### config.mk
export PLATFORM = sky130hd
export DESIGN_NAME = shift_seq_flat
export DESIGN_NICKNAME = d
export VERILOG_FILES = /design/src/rtl/shift_seq_if.sv /design/src/rtl/shift_seq.sv /design/src/flat_wrapper.sv
export SDC_FILE = /design/constraint.sdc
export NUM_CORES = 1
export LEC_CHECK = 0
export BUFFER_PORTS_ARGS = -buffer_cell sky130_fd_sc_hd__buf_2
export CAP_MARGIN = 20
export CORE_UTILIZATION = 53
export DETAILED_ROUTE_END_ITERATION = 7
export GPL_TIMING_DRIVEN = 0
export HOLD_SLACK_MARGIN = 0.06
export PLACE_DENSITY_LB_ADDON = 0.12
export SLEW_MARGIN = 10
export SYNTH_ARGS = -nofsm -noshare
export SYNTH_HDL_FRONTEND = slang
export SYNTH_SLANG_ARGS = --single-unit
### constraint.sdc
create_clock -name clk -period 2.79 [get_ports clk]
set_input_delay 0.1395 -clock clk [delete_from_list [all_inputs] [get_ports clk]]
set_output_delay 0.1395 -clock clk [all_outputs]
set_load 0.02 [all_outputs]
### src/rtl/shift_seq_if.sv
// shift_seq_if: start/done request bus between the CPU control unit and the iterative shifter.
interface shift_seq_if;
    logic        start;
    logic [1:0]  op;
    logic [31:0] A;
    logic [4:0]  shamt;
    logic        busy;
    logic        done;
    logic [31:0] res;
    logic        stall;
    modport master (output start, op, A, shamt, input busy, done, res, stall);
    modport slave  (input start, op, A, shamt, output busy, done, res, stall);
endinterface

### src/rtl/shift_seq.sv
// shift_seq: multi-cycle sll/srl/sra unit shifting up to STEP bits per cycle.
// Define SHIFT_ROTATE_EN to make op=11 rotate right; otherwise op=11 behaves as srl.
module shift_seq #(
    parameter int STEP = 1
) (
    input logic       clk,
    input logic       rst,
    shift_seq_if.slave bus
);
    typedef enum logic [1:0] {IDLE, RUN, DONE} state_t;
    localparam logic [5:0] STEP6 = 6'(STEP);
    state_t      state_q, state_d;
    logic [31:0] acc_q, acc_d, res_q, res_d, sh_v, srl_v;
    logic [4:0]  rem_q, rem_d;
    logic [1:0]  op_q, op_d;
    logic        done_q, busy_q;
    logic [5:0]  k;
    // 6-bit compare so STEP=32 cannot wrap against the 5-bit remainder
    assign k = ({1'b0, rem_q} < STEP6) ? {1'b0, rem_q} : STEP6;
`ifdef SHIFT_ROTATE_EN
    assign srl_v = op_q == 2'b11 ? (acc_q >> k) | (acc_q << (6'd32 - k)) : acc_q >> k;
`else
    assign srl_v = acc_q >> k;
`endif
    assign sh_v = op_q == 2'b00 ? acc_q << k :
                  op_q == 2'b10 ? 32'($signed(acc_q) >>> k) : srl_v;
    always_comb begin
        state_d = state_q;
        acc_d   = acc_q;
        rem_d   = rem_q;
        op_d    = op_q;
        if (state_q == IDLE && bus.start) begin
            acc_d   = bus.A;
            rem_d   = bus.shamt;
            op_d    = bus.op;
            state_d = bus.shamt == 5'd0 ? DONE : RUN;
        end else if (state_q == RUN) begin
            acc_d   = sh_v;
            rem_d   = rem_q - k[4:0];
            state_d = ({1'b0, rem_q} <= STEP6) ? DONE : RUN;
        end else if (state_q == DONE) begin
            state_d = IDLE;
        end
    end
    // DONE is only ever entered from IDLE or RUN, so this captures the final acc once
    assign res_d = state_d == DONE ? acc_d : res_q;
    always_ff @(posedge clk or posedge rst) begin
        if (rst) begin
            state_q <= IDLE;
            acc_q   <= '0;
            rem_q   <= '0;
            op_q    <= '0;
            res_q   <= '0;
            done_q  <= 1'b0;
            busy_q  <= 1'b0;
        end else begin
            state_q <= state_d;
            acc_q   <= acc_d;
            rem_q   <= rem_d;
            op_q    <= op_d;
            res_q   <= res_d;
            done_q  <= state_d == DONE;
            busy_q  <= state_d != IDLE;
        end
    end
    assign bus.busy  = busy_q;
    assign bus.done  = done_q;
    assign bus.res   = res_q;
    assign bus.stall = (state_q == IDLE && bus.start) || state_q == RUN;
endmodule

### src/flat_wrapper.sv
// flat-port wrapper written by rule: the top's interface ports become plain ports
module shift_seq_flat 
#(
    parameter int STEP = 1
)
  (clk, rst, bus_start, bus_op, bus_A, bus_shamt, bus_busy, bus_done, bus_res, bus_stall);
  shift_seq_if bus_i ();
  input logic clk;
  input logic rst;
  input wire logic [$bits(bus_i.start)-1:0] bus_start;
  input wire logic [$bits(bus_i.op)-1:0] bus_op;
  input wire logic [$bits(bus_i.A)-1:0] bus_A;
  input wire logic [$bits(bus_i.shamt)-1:0] bus_shamt;
  output wire logic [$bits(bus_i.busy)-1:0] bus_busy;
  output wire logic [$bits(bus_i.done)-1:0] bus_done;
  output wire logic [$bits(bus_i.res)-1:0] bus_res;
  output wire logic [$bits(bus_i.stall)-1:0] bus_stall;
  assign bus_i.start = bus_start;
  assign bus_i.op = bus_op;
  assign bus_i.A = bus_A;
  assign bus_i.shamt = bus_shamt;
  assign bus_busy = bus_i.busy;
  assign bus_done = bus_i.done;
  assign bus_res = bus_i.res;
  assign bus_stall = bus_i.stall;
  shift_seq #(.STEP(STEP)) u_core (.clk(clk), .rst(rst), .bus(bus_i));
endmodule
==> impl_metrics.csv <==
group,metric,value,unit
cts,post_cts_buffers,0,
timing,rsz0062_at_grt,"false",
timing,slew_viol_final,0,
global_routing,grt_pass1_vias,2844,
cts,cts_tree,"done",
cells_and_area,num_antenna_cells,0,
routing,ant_nets,0,
yosys,synth_compound_area_share,8.49,%
timing,period_minus_slack,2.08,ns
routing,detail_route.first_pass.iterations,4,
place,portBuffers,76,
global_routing,track_usage,23.1,%
power_and_ir_drop,power.density,463,mW/mm2
yosys,yosys.area_share.simple,8.62,%
min_path,hold_depth,3,
global_routing,grt_pass1_wl,13.3,mm
yosys,ys_ff_latch,75,
worst_setup_path,start_kind,"input port",
worst_setup_path,r2r_slack,0.73,ns
yosys,avgSynthCellArea,12.1,um2
cells_and_area,area_growth,27.8,%
worst_setup_path,ff2ff_path_depth,7,
yosys,synth.area.mux_share,29.1,%
routing,wl_per_cell,14.9,um
cts,root_buffer,"clkbuf_8",
place,dp_hpwl,5.39,mm
timing,post-route-period-util,74.6,%
cells_and_area,post-route-cell-area,0.00489,mm2
timing,setup_tns,0,ns
timing,finalSetupViolCount,0,
min_path,holdPathEnd,"u_core.acc_q[23]$_DFF_PP0_",
cts,clock_path_buffers,2,
yosys,synth_area_leader_cell,"dfrtp_1",
yosys,synth.cell_area,0.00383,mm2
cells_and_area,drive_gt1_share,40.7,%
floorplanning,boundaryPins,77,
cts,numCtsBuffers,9,
yosys,netlist.area_leader.share,49.0,%
floorplanning,core,0.00687,mm2
worst_setup_path,reg2reg_from,"u_core.state_q[1]$_DFF_PP0_",
yosys,synth_nets,360,
place,gp_congestion,0.826,
yosys,seq_area_frac_synth,49.0,%
min_path,min_from,"bus_A[23]",
global_routing,grt_max_degree,47,
yosys,ys_warn_count,0,
cells_and_area,layout.nets,480,
worst_setup_path,crit_path_max_fanout,10,
power_and_ir_drop,ir_worst_vdd,0.365,mV
worst_setup_path,crit_type,"input port to flop",
yosys,synth_top_family_by_area,"multiplexers",
run_status,status,"finished, final reports clean",
flow_run,drv_cap,0,
floorplanning,start_util,55.8,%
cts,cts_sinks,75,
routing,drc,0,
global_routing,overflow,0,
timing,relSlewSlack,63.5,%
routing,drtIter0Drc,85,
timing,finalHoldViolCount,0,
global_routing,antenna_found_initial,0,
place,place_area,0.00436,mm2
cts,clk_pin_slew,0.08,ns
floorplanning,dieArea,0.00757,mm2
worst_setup_path,crit_path_end_kind,"flop",
yosys,ys_top_cells_by_area,"dfrtp_1 (49%), mux2_4 (11%), mux2_2 (9.4%), mux2i_1 (8.4%), nand2_1 (4.1%)",
routing,viasPerCell,5.19,
worst_setup_path,required,3.03,ns
cts,worstSkewPairLatency,0.35,ns
routing,wl,8.02,mm
worst_setup_path,rr_endpoint,"u_core.bus.res[20]$_DFFE_PP0P_",
routing,via_count,2793,
power_and_ir_drop,cellLeakagePower,0.00219,uW
cts,htree_levels,3,
yosys,synth.distinct_cells,36,
floorplanning,die_x,87.0,um
worst_setup_path,cp.arrival,2.32,ns
yosys,synth_adder_area_share,0.327,%
yosys,synth_xor_area_share,0,%
floorplanning,dieHeight,87.0,um
min_path,hold_class,"input port to flop",
timing,tightest_slew,0.542,ns
floorplanning,rows,30,
timing,fmax,480,MHz
timing,fin_skew,0.00954,ns
yosys,synth_cells,317,
cell usage in the layout, fill, tap and decap left out, types with 12 or more instances in the layout:
cell	instances
dfrtp_1	75
dlygate4sd3_1	32
o21ai_0	12
buf_2	83
nand2_1	42
mux2i_1	32
clkbuf_8	12
mux2_4	29
o21ai_1	29
mux2_2	32
area by class of cell:
| cell class | instances | area (um2) |
|---|---|---|
| Buffer | 20 | 150 |
| Clock buffer | 12 | 165 |
| Clock inverter | 4 | 47.5 |
| Fill cell | 488 | 1980 |
| Inverter | 5 | 21.3 |
| Multi-Input combinational cell | 217 | 1780 |
| Sequential cell | 75 | 1880 |
| Tap cell | 96 | 120 |
| Timing Repair Buffer | 109 | 728 |
layer usage:
| layer | global-route usage [%] | vias up | wire [um] |
|---|---|---|---|
| li1 | - | 1367 | - |
| met1 | 29.8 | 1346 | 3750 |
| met2 | 38.2 | 68 | 3830 |
| met3 | 4.36 | 12 | 297 |
| met4 | 9.70 | 0 | 141 |
| met5 | 0 | - | 0 |
logic make-up (layout without fill, tap and decap cells):
family,count (synthesis),in the layout
mux,93,93
simple gates,66,66
flops,75,75
compound gates,57,57
fa+ha+maj,1,1
buf+inv,25,150
power breakdown:
| part | switching, uW | internal (uW) |
|---|---|---|
| registers | 26.6 | 1120 |
| logic | 100 | 130 |
| clock network | 404 | 484 |
| total | 530 | 1730 |
through the flow:
| stage | cells | hold slack, ns | utilization, % | power, uW | setup WS, ns |
|---|---|---|---|---|---|
| after detailed placement | 490 | 0.162 | 63.5 | 1360 | 0.714 |
| after global routing | 538 | 0.0695 | 71.2 | 2370 | 0.523 |
| after global placement | 489 | 0.341 | 63.0 | 1350 | -0.172 |
| final | 538 | 0.0702 | 71.2 | 2260 | 0.708 |
| after CTS | 537 | 0.0625 | 71.1 | 2280 | 0.699 |
| after floorplan | 317 | 0.245 | - | 1290 | 0.741 |
critical path: stages:
cell,delay [ns]
dlygate4sd3_1,0.53
buf_2,0.13
or4_1,0.49
nor2_2,0.17
a22oi_2,0.15
nor2_8,0.19
buf_8,0.19
mux2_4,0.32
synth_stat cells, drive strengths merged:
cell	n
dfrtp	75
mux2	61
nand2	42
o21ai	41
mux2i	32
buf	14
nor2	8
clkbuf	6
inv	5
o22ai	4
a21oi	3
nand2b	3
nor2b	3
nor4	3
o22a	3
a31oi	2
nor3	2
or4	2
a211oi	1
a22oi	1
a32oi	1
ha	1
nand3	1
nand3b	1
o41ai	1
or2	1
how the worst max path moves through the flow:
stage | startpoint | to | slack (ns) | cells past startpoint
after detailed placement | u_core.state_q[1]$_DFF_PP0_ | u_core.bus.res[21]$_DFFE_PP0P_ | 0.71 | 7
after global routing | u_core.state_q[1]$_DFF_PP0_ | u_core.bus.res[19]$_DFFE_PP0P_ | 0.52 | 7
after CTS | u_core.state_q[1]$_DFF_PP0_ | u_core.bus.res[21]$_DFFE_PP0P_ | 0.70 | 7
final | bus_shamt[2] | u_core.bus.res[3]$_DFFE_PP0P_ | 0.71 | 8
after global placement | rst | u_core.rem_q[4]$_DFFE_PP0P_ | -0.17 | 2
after floorplan | rst | u_core.acc_q[0]$_DFF_PP0_ | 0.74 | 1
sequential cells by signal (all words and copies together), names as in the netlist:
name / cells
u_core.bus.done: 1
u_core.rem_q: 5
u_core.bus.busy: 1
u_core.acc_q: 32
u_core.op_q: 2
u_core.state_q: 2
u_core.bus.res: 32
what timing repair did:
action                    in CTS  in global routing
gates resized for setup        0                  0
hold endpoints to repair      59                  1
hold buffers                  31                  1
(Power assumes the default switching activity.)
